### config.mk
export PLATFORM = sky130hd
export DESIGN_NAME = arf_frame_loader
export DESIGN_NICKNAME = d
export VERILOG_FILES = /design/src/rtl/arf_frame_loader.sv
export SDC_FILE = /design/constraint.sdc
export NUM_CORES = 1
export LEC_CHECK = 0
export ABC_AREA = 1
export ABC_CLOCK_PERIOD_IN_PS = 3400
export BUFFER_PORTS_ARGS = -buffer_cell sky130_fd_sc_hd__clkbuf_2
export CAP_MARGIN = 10
export CORE_ASPECT_RATIO = 0.9
export CORE_MARGIN = 1.5
export CORE_UTILIZATION = 30
export DETAILED_ROUTE_END_ITERATION = 16
export GPL_ROUTABILITY_DRIVEN = 0
export GPL_TIMING_DRIVEN = 1
export PLACE_DENSITY = 0.48
export SETUP_SLACK_MARGIN = 0.3
export SLEW_MARGIN = 10
export SYNTH_ARGS = -nofsm -noshare
export SYNTH_HDL_FRONTEND = slang
export SYNTH_SLANG_ARGS = --single-unit
### constraint.sdc
create_clock -name clk -period 3.4 [get_ports clk]
set_input_delay 0.51 -clock clk [delete_from_list [all_inputs] [get_ports clk]]
set_output_delay 0.51 -clock clk [all_outputs]
set_load 0.01 [all_outputs]
### src/rtl/arf_frame_loader.sv
// arf_frame_loader
// Gathers a serial stream of samples into an 8-sample frame. The frame is
// presented in parallel to the ARF variance datapath. The loader holds the
// two recursive state words that the datapath feeds on. On the frame
// handshake it writes the datapath results back as the next state and also
// re-issues them as a one-cycle registered output pulse.
module arf_frame_loader #(
    parameter int              DW       = 16,
    parameter int              SW       = 32,
    parameter int              N        = 8,
    parameter logic [SW-1:0]   ST0_INIT = '0,
    parameter logic [SW-1:0]   ST1_INIT = '0
) (
    input  logic          clk,
    input  logic          rst_n,
    input  logic          s_valid,
    output logic          s_ready,
    input  logic [DW-1:0] s_data,
    input  logic          st_clr,
    output logic [DW-1:0] smp_0,
    output logic [DW-1:0] smp_1,
    output logic [DW-1:0] smp_2,
    output logic [DW-1:0] smp_3,
    output logic [DW-1:0] smp_4,
    output logic [DW-1:0] smp_5,
    output logic [DW-1:0] smp_6,
    output logic [DW-1:0] smp_7,
    output logic [SW-1:0] st_0,
    output logic [SW-1:0] st_1,
    output logic          f_valid,
    input  logic          f_ready,
    input  logic [SW-1:0] res_0,
    input  logic [SW-1:0] res_1,
    output logic          o_valid,
    output logic [SW-1:0] o_res_0,
    output logic [SW-1:0] o_res_1,
    output logic [15:0]   frame_cnt
);

    typedef enum logic {
        FILL = 1'b0,
        HOLD = 1'b1
    } state_t;

    localparam logic [2:0] LAST_IDX = 3'(N - 1);

    state_t        state;
    logic [2:0]    idx;
    logic [DW-1:0] smp_q [N];

    // Frame storage drives the datapath sample inputs directly.
    assign smp_0 = smp_q[0];
    assign smp_1 = smp_q[1];
    assign smp_2 = smp_q[2];
    assign smp_3 = smp_q[3];
    assign smp_4 = smp_q[4];
    assign smp_5 = smp_q[5];
    assign smp_6 = smp_q[6];
    assign smp_7 = smp_q[7];

    // FILL/HOLD sequencer. s_ready and f_valid are flops that track the state,
    // so neither has a combinational path from any input.
    always_ff @(posedge clk or negedge rst_n) begin
        if (!rst_n) begin
            state     <= FILL;
            s_ready   <= 1'b1;
            f_valid   <= 1'b0;
            idx       <= 3'd0;
            // NOTE: the sample store is a handful of flops, not a RAM. Clearing
            // it on reset is cheap and keeps a discarded partial frame from
            // leaking into the datapath.
            for (int i = 0; i < N; i++) smp_q[i] <= '0;
            st_0      <= ST0_INIT;
            st_1      <= ST1_INIT;
            o_valid   <= 1'b0;
            o_res_0   <= '0;
            o_res_1   <= '0;
            frame_cnt <= 16'd0;
        end else begin
            // NOTE: non-blocking assignments only. Every flop in this block
            // samples pre-edge values. idx can therefore be read as the write
            // address while it is incremented in the same cycle.
            o_valid <= 1'b0;
            unique case (state)
                FILL: begin
                    if (s_valid) begin
                        smp_q[idx] <= s_data;
                        idx        <= idx + 3'd1;
                        if (idx == LAST_IDX) begin
                            state   <= HOLD;
                            s_ready <= 1'b0;
                            f_valid <= 1'b1;
                        end
                    end
                end
                HOLD: begin
                    if (f_ready) begin
                        st_0      <= res_0;
                        st_1      <= res_1;
                        o_res_0   <= res_0;
                        o_res_1   <= res_1;
                        o_valid   <= 1'b1;
                        frame_cnt <= frame_cnt + 16'd1;
                        state     <= FILL;
                        s_ready   <= 1'b1;
                        f_valid   <= 1'b0;
                    end
                end
                default: begin
                    state   <= FILL;
                    s_ready <= 1'b1;
                    f_valid <= 1'b0;
                end
            endcase
            // This clear is written last so that it overrides a coinciding
            // handshake write-back. The o_res_* registers still capture the
            // results.
            if (st_clr) begin
                st_0 <= ST0_INIT;
                st_1 <= ST1_INIT;
            end
        end
    end

endmodule
======== After elaboration in Yosys (flattened, before gate mapping) ========
Index checks and enable logic that the tools add are counted.
W data, S select, Z words.
operators by class
  add/subtract/negate cells ............... 2
  multiply operators ...................... 0
  div/mod/pow operators ................... 0
  magnitude comparators ................... 2
  equal/unequal tests ..................... 4
  shifts and indexed selects .............. 0
  mux-type cells .......................... 23
  bitwise operators ....................... 2
  reductions and logical operators ........ 7
operators with widths
  cell                     number
  $mux W32                 6
  $bwmux W128              1
  $demux W16 S3            1
  $add A16 B1 Y16 const B  1
  $mux W16                 1
  $mux W1                  11
  $ne A2 B2 Y1 const B     3
  $pmux W1 S2              3
  $reduce_and A2 Y1        3
  $ge A4 B4 Y1 const B     1
  $lt A4 B1 Y1 const B     1
  $not A3 Y4               1
  $reduce_bool A2 Y1       2
  $add A3 B1 Y3 const B    1
  $eq A3 B3 Y1 const B     1
  $reduce_and A3 Y1        1
  $logic_and A1 B1 Y1      1
  $not A1 Y1               1
word-level totals
  register bits ........................... 279
  latch bits .............................. 0
  RAM bits ................................ 0
  ROM bits ................................ 0
  word-level logic and storage cells ...... 58
  memories ................................ 0

======== Depth between registers and ports, before layout ========
Gate-level depths: netlist of the first run.
  depth after elaboration ................. 6
  mapped depth ............................ 8
  mapped depth without buffers ............ 7

======== Worst setup path after synthesis of the first run ========
Ideal clock, no wire load.
  path type ............................... input -> register
  start point ............................. input port s_valid
  end point ............................... register smp_q (netlist bit smp_3[10])
  arrival ................................. 1.213 ns
  slack ................................... 2.067 ns
  stages on the path ...................... 6
  buffers on the path ..................... 1
  cells stage by stage .................... nand2_2 inv_2 nand2_2 nor3_4 buf_2 o21ai_1
on the way
  word-level cells in the longest chain between the ends .. 1
RTL lines
  item                            RTL line  text
  start: declaration              16        input logic s_valid,
  $reduce_and A2 Y1 (no line)     n/a
  end signal: indexed assignment  87        smp_q[idx] <= s_data;
  end: declaration                49        logic [DW-1:0] smp_q [N];
No other way between the ends.
A chain may end at the register's enable or synchronous reset.

======== Worst setup path in the final report of the first run ========
  start point ............................. register state
  end point ............................... register smp_q (netlist bit smp_2[5])
on the way
  word-level cells in the longest chain between the ends .. 2
RTL lines
  item                         RTL line  text
  start: declaration           47        state_t state;
  start signal: assignment     65        state <= FILL;
  start signal: assignment     90        state <= HOLD;
  start signal: assignment     104       state <= FILL;
  $not A1 Y1 (no line)         n/a
  $reduce_and A2 Y1 (no line)  n/a
No other way between the ends.

==> results of run 1 <==
[placed cells by master, fill, tap and decap left out, types with 3 or more instances in the layout]
cell / instances
nand2_1: 419
clkbuf_2: 357
dfrtp_1: 278
o21ai_0: 90
a21oi_1: 65
inv_1: 64
o21ai_1: 42
clkbuf_16: 31
nor2_1: 17
buf_4: 12
nand3_1: 9
nand4_1: 8
clkbuf_1: 8
clkbuf_8: 7
inv_2: 5
xnor2_1: 5
xor2_1: 5
clkinv_2: 4
buf_12: 4
ha_1: 3
[worst max-delay path by stage]
stage            start        end  slack (ns)  depth (start not counted)
2_1_floorplan  s_valid  smp_3[10]        2.07                          6
3_3_place_gp   f_ready   st_1[24]        1.23                          6
3_5_place_dp   f_ready   st_0[16]        1.16                          6
4_1_cts          state   smp_6[9]        1.32                          5
5_1_grt          state  smp_2[10]        1.03                          5
6_report         state   smp_2[5]        1.34                          5
[cell usage after synthesis]
| master | number |
|---|---|
| a21oi_1 | 65 |
| buf_1 | 2 |
| buf_2 | 23 |
| buf_4 | 5 |
| clkbuf_1 | 22 |
| dfrtp_1 | 278 |
| dfstp_2 | 1 |
| ha_1 | 3 |
| inv_1 | 64 |
| inv_2 | 5 |
| nand2_1 | 419 |
| nand2_2 | 3 |
| nand3_1 | 9 |
| nand4_1 | 8 |
| nor2_1 | 17 |
| nor2_2 | 2 |
| nor3_1 | 1 |
| nor3_4 | 2 |
| o21ai_0 | 90 |
| o21ai_1 | 42 |
| xnor2_1 | 5 |
| xor2_1 | 5 |
[cell type report]
class | instances | area (µm²) | area share [%]
clock buffers | 46 | 902.1 | 6.578
repair buffers | 376 | 1987 | 14.49
multi-input cells | 671 | 2917 | 21.27
clock inverters | 7 | 88.84 | 0.6478
inverters | 69 | 259.0 | 1.889
well taps | 462 | 578.1 | 4.215
flip-flops and latches | 279 | 6983 | 50.92
[where the power goes]
group	total (mW)	internal (mW)	leakage [nW]	switching [mW]
sequential	5.20	4.50	3.57	0.702
clock	3.28	1.96	0.490	1.32
combinational	3.58	1.39	3.32	2.19
[state kept, by name (all words and copies together) (netlist names)]
signal,cells
f_valid,1
frame_cnt,16
idx,3
o_res_0,32
o_res_1,32
o_valid,1
s_ready,1
smp_0,16
smp_1,16
smp_2,16
smp_3,16
smp_4,16
smp_5,16
smp_6,16
smp_7,16
st_0,32
st_1,32
state,1
[critical path, cell delays in order, from the launching register on]
cell	delay, ns
dfrtp_1	0.43
inv_2	0.09
nand2_2	0.08
nor2_2	0.17
nand3_1	0.72
o21ai_0	0.46
[cells by family (layout without fill, tap and decap cells)]
kind of cell | Yosys count | in the layout | synth area share [%]
adders and majority gates | 3 | 3 | 0.3611
buffers and inverters | 121 | 498 | 4.826
xor gates and xnor gates | 10 | 10 | 0.8424
AOI/OAI and AO/OA | 197 | 197 | 9.484
and+or+nand+nor | 461 | 461 | 17.32
DFF | 279 | 279 | 67.17
[per-layer routing]
metal  vias up  global-route usage, %
li1       4099                      -
met1      3983                  25.01
met2       197                  26.80
met3        40                  3.114
met4         0                  4.303
met5         -                      0
[repair_timing]
| action | CTS | global route |
|---|---|---|
| buffers inserted | 0 | 0 |
| hold endpoints to repair | 73 | 0 |
| hold buffers | 1 | 0 |
| resized for setup | 0 | 0 |
[metrics by stage]
step | power, mW | area, µm²
global route | 12.91 | 13710
detailed placement | 8.910 | 12710
global placement | 8.871 | 12710
CTS | 12.28 | 13710
floorplan | 6.999 | 10400
finish | 12.07 | 13710
==> qor.yml, run 1 <==
timing:
  grt_setup_unrepaired: "false"
  hold-worst-slack_ns: 0.1706
  relSlewSlack_pct: 31.22
  setup-violations-final: 0
  layout_setup_ws_ns: 1.339
  slew_viol_final: 0
  tightestPinTransition_ns: 1.029
  setup_tns_ns: 0
  clock_skew_ns: 0.01276
  final-hold-violation-count: 0
  max_freq_mhz: 485.2
  min_period_ns: 2.061
  finalCritPeriodShare_pct: 60.62
synth:
  synth-seq-cells: 279
  synth.largest_area_cell: "dfrtp_1"
  syn_nets: 1159
  syn_inst: 1071
  ys_types: 22
  ys_seq_area_share_pct: 67.17
  ys_warn_count: 0
  yosysTopAreaCellShare_pct: 66.92
  synth_area_per_cell_um2: 9.707
  synth_area_um2: 10400
  yosys-top-cells-area: "dfrtp_1 (67%), nand2_1 (15%), o21ai_0 (4.3%), a21oi_1 (3.1%), inv_1 (2.3%)"
floorplan:
  die_area_um2: 35780
  start_util_pct: 30.55
  die_w_um: 199.2
  die_h_um: 179.6
  boundaryPins: 360
  core_region_area_um2: 34030
  rows: 64
place:
  dpl.hpwl_mm: 22.36
  place_ws_ns: 1.164
  io_buffers: 359
  dp_cells: 1856
global_routing:
  antenna_found_initial: 0
  grt_pass1_wl_mm: 48.78
  gr-total-overflow: 0
  grt_pass1_vias: 8005
  grt_max_degree: 81
  track_usage_pct: 17.32
cells_and_area:
  drive_gt1_share_pct: 29.90
  area_growth_pct: 31.92
  fin_cells: 1910
  n_antenna_cell: 0
  n_fill_cell: 3475
  final_util_pct: 40.30
  nets: 1516
worst_setup_path:
  crit_type: "reg2reg"
  critical_path_required_ns: 3.85
  r2r_slack_ns: 1.34
  cp.arrival_ns: 2.51
  r2r-start: "state"
  worstReg2RegEnd: "smp_2[5]"
  startpoint_type: "flip-flop"
  cp-end-kind: "flip-flop"
  crit_fanout: 32
  reg2reg_depth: 5
clocking:
  clkLatencyLatePin_ns: 0.56
  cts_tree: "yes"
  clkTransAtPathRegs_ns: 0.06
  clock_sinks: 279
  cts_buffers: 31
  cts_buffer_depth: 3
  cts.htree.levels: 1
  cts_root_buffer: "clkbuf_16"
run:
  maxCapViolCount: 0
route:
  route.met3.wl_mm: 1.439
  drcViolationCount: 0
  top_layer: "met4"
  routed-wl-met2_mm: 14.46
  wl_met1_mm: 14.75
  drtAntennaViolNets: 0
  vias_per_cell: 4.355
  vias: 8319
  routed_wl_mm: 31.32
  drt_first_iter_violations: 368
  drtPass1Iterations: 5
  routedWlPerCell_um: 16.40
status:
  status: "completed"
worst_hold_path:
  hp-start: "res_1[27]"
  hold_end: "o_res_1[27]"
  hold_depth: 3
  hp-class: "in2reg"
power_and_ir_drop:
  pwr_density_cell_nw_per_um2: 880.3
  p_leak_nw: 7.380
  vdd_ir_drop_max_mv: 0.3567
(Power assumes the default switching activity.)
==> run 2: changes to the inputs <==
ABC_CLOCK_PERIOD_IN_PS = 1850   (was 3400)
PLACE_DENSITY = 0.5   (was 0.48)
clock period = 1.85 ns   (was 3.4 ns; I/O delays follow)
==> qor.yml, run 2 (synthesis results as in run 1) <==
cells_and_area:
  area_growth_pct: 42.45
  n_antenna_cell: 0
  final_common_cell: "nand2_1"
  drive_gt1_share_pct: 29.63
  final_util_pct: 43.51
  fin_cells: 2011
  nets: 1612
  final_area_um2: 14810
  layout_common_cells: "nand2_1 (419), clkbuf_2 (357), dfrtp_1 (276)"
timing:
  setup-violations-final: 0
  grt_setup_unrepaired: "false"
  relSlewSlack_pct: 69.82
  min_period_ns: 1.491
  setup_tns_ns: 0
  final-hold-violation-count: 0
  finalCritPeriodShare_pct: 80.61
  tightestPinTransition_ns: 0.4527
  max_freq_mhz: 670.5
  clock_skew_ns: 0.01696
  slew_viol_final: 0
power_and_ir_drop:
  vdd_ir_drop_max_mv: 0.8425
  p_leak_nw: 7.849
  pwr_density_cell_nw_per_um2: 1526
route:
  vias_per_cell: 4.377
  drtAntennaViolNets: 0
  drtPass1Iterations: 4
  vias: 8803
  drt_first_iter_violations: 414
  routed_wl_mm: 32.37
  drcViolationCount: 0
  routedWlPerCell_um: 16.10
place:
  placed_area_um2: 12860
  io_buffers: 359
  dpl.hpwl_mm: 22.18
  dp_cells: 1865
floorplan:
  die_w_um: 199.2
  core_region_area_um2: 34030
  start_util_pct: 30.55
  die_h_um: 179.6
  rows: 64
  die_area_um2: 35780
  boundaryPins: 360
worst_hold_path:
  hp-start: "s_valid"
  hold_end: "idx[0]"
  hold_depth: 3
  hp-class: "in2reg"
global_routing:
  antenna_found_initial: 0
  grt_pass1_wl_mm: 50.50
  track_usage_pct: 17.97
  grt_pass1_vias: 8672
  gr-total-overflow: 0
  grt_max_degree: 71
run:
  maxCapViolCount: 0
clocking:
  clkTransAtPathRegs_ns: 0.06
  cts_buffers: 31
  clkLatencyLatePin_ns: 0.57
  cts_tree: "yes"
  clock_sinks: 279
  cts_buffer_depth: 3
  cts.htree.levels: 1
  cts_root_buffer: "clkbuf_16"
worst_setup_path:
  slowest_delay_ns: 0.53
  critical_path_required_ns: 1.57
  startpoint_type: "flip-flop"
  cp-end-kind: "primary output"
  crit_chain: "buf_4"
  r2r_slack_ns: 0.41
  r2r-start: "state"
  worstReg2RegEnd: "smp_5[7]"
  crit_type: "reg2out"
  reg2reg_depth: 8
  crit_family: "flip-flops"
  path_buf_inv: 1
  crit_fanout: 2
  slowest_stage: "dfstp_2"
  cp.arrival_ns: 1.21
status:
  status: "completed"
## run 2: cell count changes in the layout (fill, tap and decap cells not counted), moves of 3 or more
cell and change:
clkbuf_8 +3, dlygate4sd3_1 +81, buf_4 +8, buf_12 +6, clkinv_2 +3
## run 2: per-layer routing
layer / routed length [µm] / global-route usage (%)
met1: 14900 / 25.20
met2: 14980 / 28.04
met3: 1589 / 3.508
met4: 902 / 5.394
met5: 0 / 0
## run 2: where the power goes
part	total, mW	internal [mW]	switching (mW)
sequential	9.57	8.26	1.31
combinational	6.89	2.80	4.09
clock	6.14	3.61	2.53
total	22.6	14.7	7.93
## run 2: per-stage QoR
step	total power, mW	hold WS [ns]	worst slack (ns)
global placement	16.30	0.2405	0.3369
CTS	22.81	0.009469	0.3006
global route	24.17	0.03064	0.3076
detailed placement	16.40	0.2411	0.2926
finish	22.60	0.03446	0.3586
floorplan	12.86	-0.01809	0.5617
## run 2: worst reg2reg max path: stages, from the launching register on
cell and delay, ns:
dfrtp_2 0.44, inv_2 0.08, nand2_4 0.08, inv_4 0.10, nand2_4 0.07, nor3_4 0.19, buf_4 0.16, clkbuf_16 0.15
o21ai_1 0.06
## run 2: repair_timing
| action | in CTS | in global routing |
|---|---|---|
| buffers inserted | 0 | 4 |
| setup endpoints to repair | 0 | 58 |
| endpoints found under the hold margin | 198 | 0 |
| resized for setup | 0 | 13 |
| hold buffers | 82 | 0 |
## run 2: layout make-up
cell class,count,area [µm²]
clock buffer,48,939.7
sequential,279,6985
tap,462,578.1
inverter,69,261.5
clock inverter,10,81.33
timing repair buffer,472,3009
fill,3348,19220
multi-input combinational,671,2954
## run 2: worst max-delay path by stage
stage          slack [ns]  depth (start not counted)   endpoint  startpoint
5_1_grt              0.31                          9  smp_5[12]       state
3_5_place_dp         0.29                          7  smp_2[13]       state
3_3_place_gp         0.34                          7  smp_2[10]       state
2_1_floorplan        0.56                          7  smp_3[10]       state
4_1_cts              0.30                          1    s_ready     s_ready
6_report             0.36                          1    s_ready     s_ready
==> run 3: changes to the inputs <==
ABC_CLOCK_PERIOD_IN_PS = 1400   (was 1850)
PLACE_DENSITY = 0.48   (was 0.5)
clock period = 1.4 ns   (was 1.85 ns; I/O delays follow)
==> qor.yml, run 3 (synthesis results as in run 1) <==
timing:
  grt_setup_unrepaired: "true"
  finalCritPeriodShare_pct: 103.9
  final-hold-violation-count: 1
  clock_skew_ns: 0.006001
  layout_setup_ws_ns: -0.05456
  tightestPinTransition_ns: 0.4986
  relSlewSlack_pct: 66.76
  min_period_ns: 1.455
  hold-worst-slack_ns: -0.03600
  setup-violations-final: 69
  max_freq_mhz: 687.5
  slew_viol_final: 0
status:
  status: "finished, violations left"
  failed_checks: "hold timing, setup timing"
floorplan:
  core_region_area_um2: 34030
  die_area_um2: 35780
  rows: 64
  start_util_pct: 30.55
  die_w_um: 199.2
  die_h_um: 179.6
  boundaryPins: 360
cells_and_area:
  final_area_um2: 20040
  layout_common_cells: "clkbuf_2 (275), dfrtp_1 (272), buf_4 (177)"
  area_growth_pct: 92.74
  drive_gt1_share_pct: 59.29
  final_common_cell: "clkbuf_2"
  nets: 1853
clocking:
  cts_buffer_depth: 3
  cts_root_buffer: "clkbuf_16"
  cts_hold_buf: 82
  cts_tree: "yes"
  cts_buffers: 30
  clock_sinks: 279
  clkLatencyLatePin_ns: 0.55
  cts.htree.levels: 1
  clkTransAtPathRegs_ns: 0.06
worst_setup_path:
  crit_type: "reg2reg"
  cp-end-kind: "flip-flop"
  cp.arrival_ns: 1.94
  critical_path_required_ns: 1.88
  startpoint: "state"
  crit_fanout: 16
  r2r-start: "state"
  startpoint_type: "flip-flop"
route:
  routedWlPerCell_um: 17.65
  routed_wl_mm: 39.69
  drtAntennaViolNets: 0
  drtPass1Iterations: 4
  drcViolationCount: 0
  vias_per_cell: 4.532
  vias: 10190
  drt_first_iter_violations: 360
power_and_ir_drop:
  internal-power_mw: 24.56
  swShare_pct: 34.92
  vdd_ir_drop_max_mv: 0.9290
  power.switching_mw: 13.18
  pwr_density_cell_nw_per_um2: 1884
  p_leak_nw: 10.17
  p_total_mw: 37.75
  clockPowerShare_pct: 21.2
  pwr-share-comb_pct: 44.3
  power.sequential.fraction_pct: 34.5
global_routing:
  grt_max_degree: 65
  met3_usage_pct: 3.602
  use_met2_pct: 32.03
  track_usage_pct: 20.43
  grt_pass1_wl_mm: 56.79
  grt_busiest_layer: "met2"
  gr-total-overflow: 0
  use_met1_pct: 28.53
  grt_pass1_vias: 9639
  antenna_found_initial: 0
place:
  placed_area_um2: 13130
  io_buffers: 359
  dpl.hpwl_mm: 22.85
worst_hold_path:
  hp-class: "in2reg"
  hp-start: "s_valid"
run:
  maxCapViolCount: 0
[run 3: power groups by stage]
stage	clock network, mW	logic (mW)	registers (mW)
6_report	8.00	16.7	13.0
5_1_grt	8.56	17.9	13.3
4_1_cts	8.23	12.7	12.7
3_5_place_dp	0	9.32	12.7
3_3_place_gp	0	9.18	12.7
2_1_floorplan	0	3.31	13.9
[run 3: critical path, cell delays in order (launching register included)]
cell,delay (ns)
dfrtp_1,0.40
inv_2,0.09
nand2_4,0.08
buf_12,0.13
clkinv_8,0.05
nand2_8,0.05
nor3_4,0.15
buf_12,0.14
clkbuf_16,0.16
nand2_1,0.05
o21ai_1,0.07
[run 3: per-stage QoR]
stage | utilization (%) | setup WS, ns | TNS [ns] | cells
floorplan | - | 0.1599 | 0 | 1071
global placement | 38.59 | 0.05387 | 0 | 1878
detailed placement | 38.59 | 0.03808 | 0 | 1878
CTS | 51.24 | -0.06783 | -0.8797 | 2147
global route | 58.87 | -0.1378 | -11.03 | 2248
finish | 58.88 | -0.05456 | -1.261 | 2249
[run 3: path summary, 6_finish.rpt]
check                      cells past startpoint  slack (ns)        end
max                                           10       -0.05  smp_5[15]
min                                            3       -0.04     idx[0]
max reg2reg                                   10       -0.05  smp_5[15]
min reg2reg                                    2        0.47    s_ready
max in group asynchronous                      3        0.60    st_1[9]
min in group asynchronous                      2        0.18    st_0[2]
[run 3: final cells by class]
| cell class | instances | area, µm² |
|---|---|---|
| antenna | 1 | 2.502 |
| fill | 2860 | 13990 |
| sequential | 279 | 6990 |
| clock inverter | 7 | 87.58 |
| inverter | 69 | 284.0 |
| clock buffer | 46 | 892.1 |
| timing repair buffer | 714 | 6369 |
| tap | 462 | 578.1 |
| multi-input combinational | 671 | 4835 |
[run 3: metal layers]
layer / up-vias / routed length (µm)
met2: 248 / 19230
li1: 4816 / -
met5: - / 0
met1: 5042 / 17160
met3: 86 / 1765
met4: 0 / 1528
[run 3: repair_timing]
action | CTS | global route
endpoints found under the setup margin | 549 | 553
endpoints found under the hold margin | 440 | 1
gates resized for setup | 306 | 552
pin swaps | 41 | 100
setup buffers | 112 | 92
gates cloned | 22 | 9
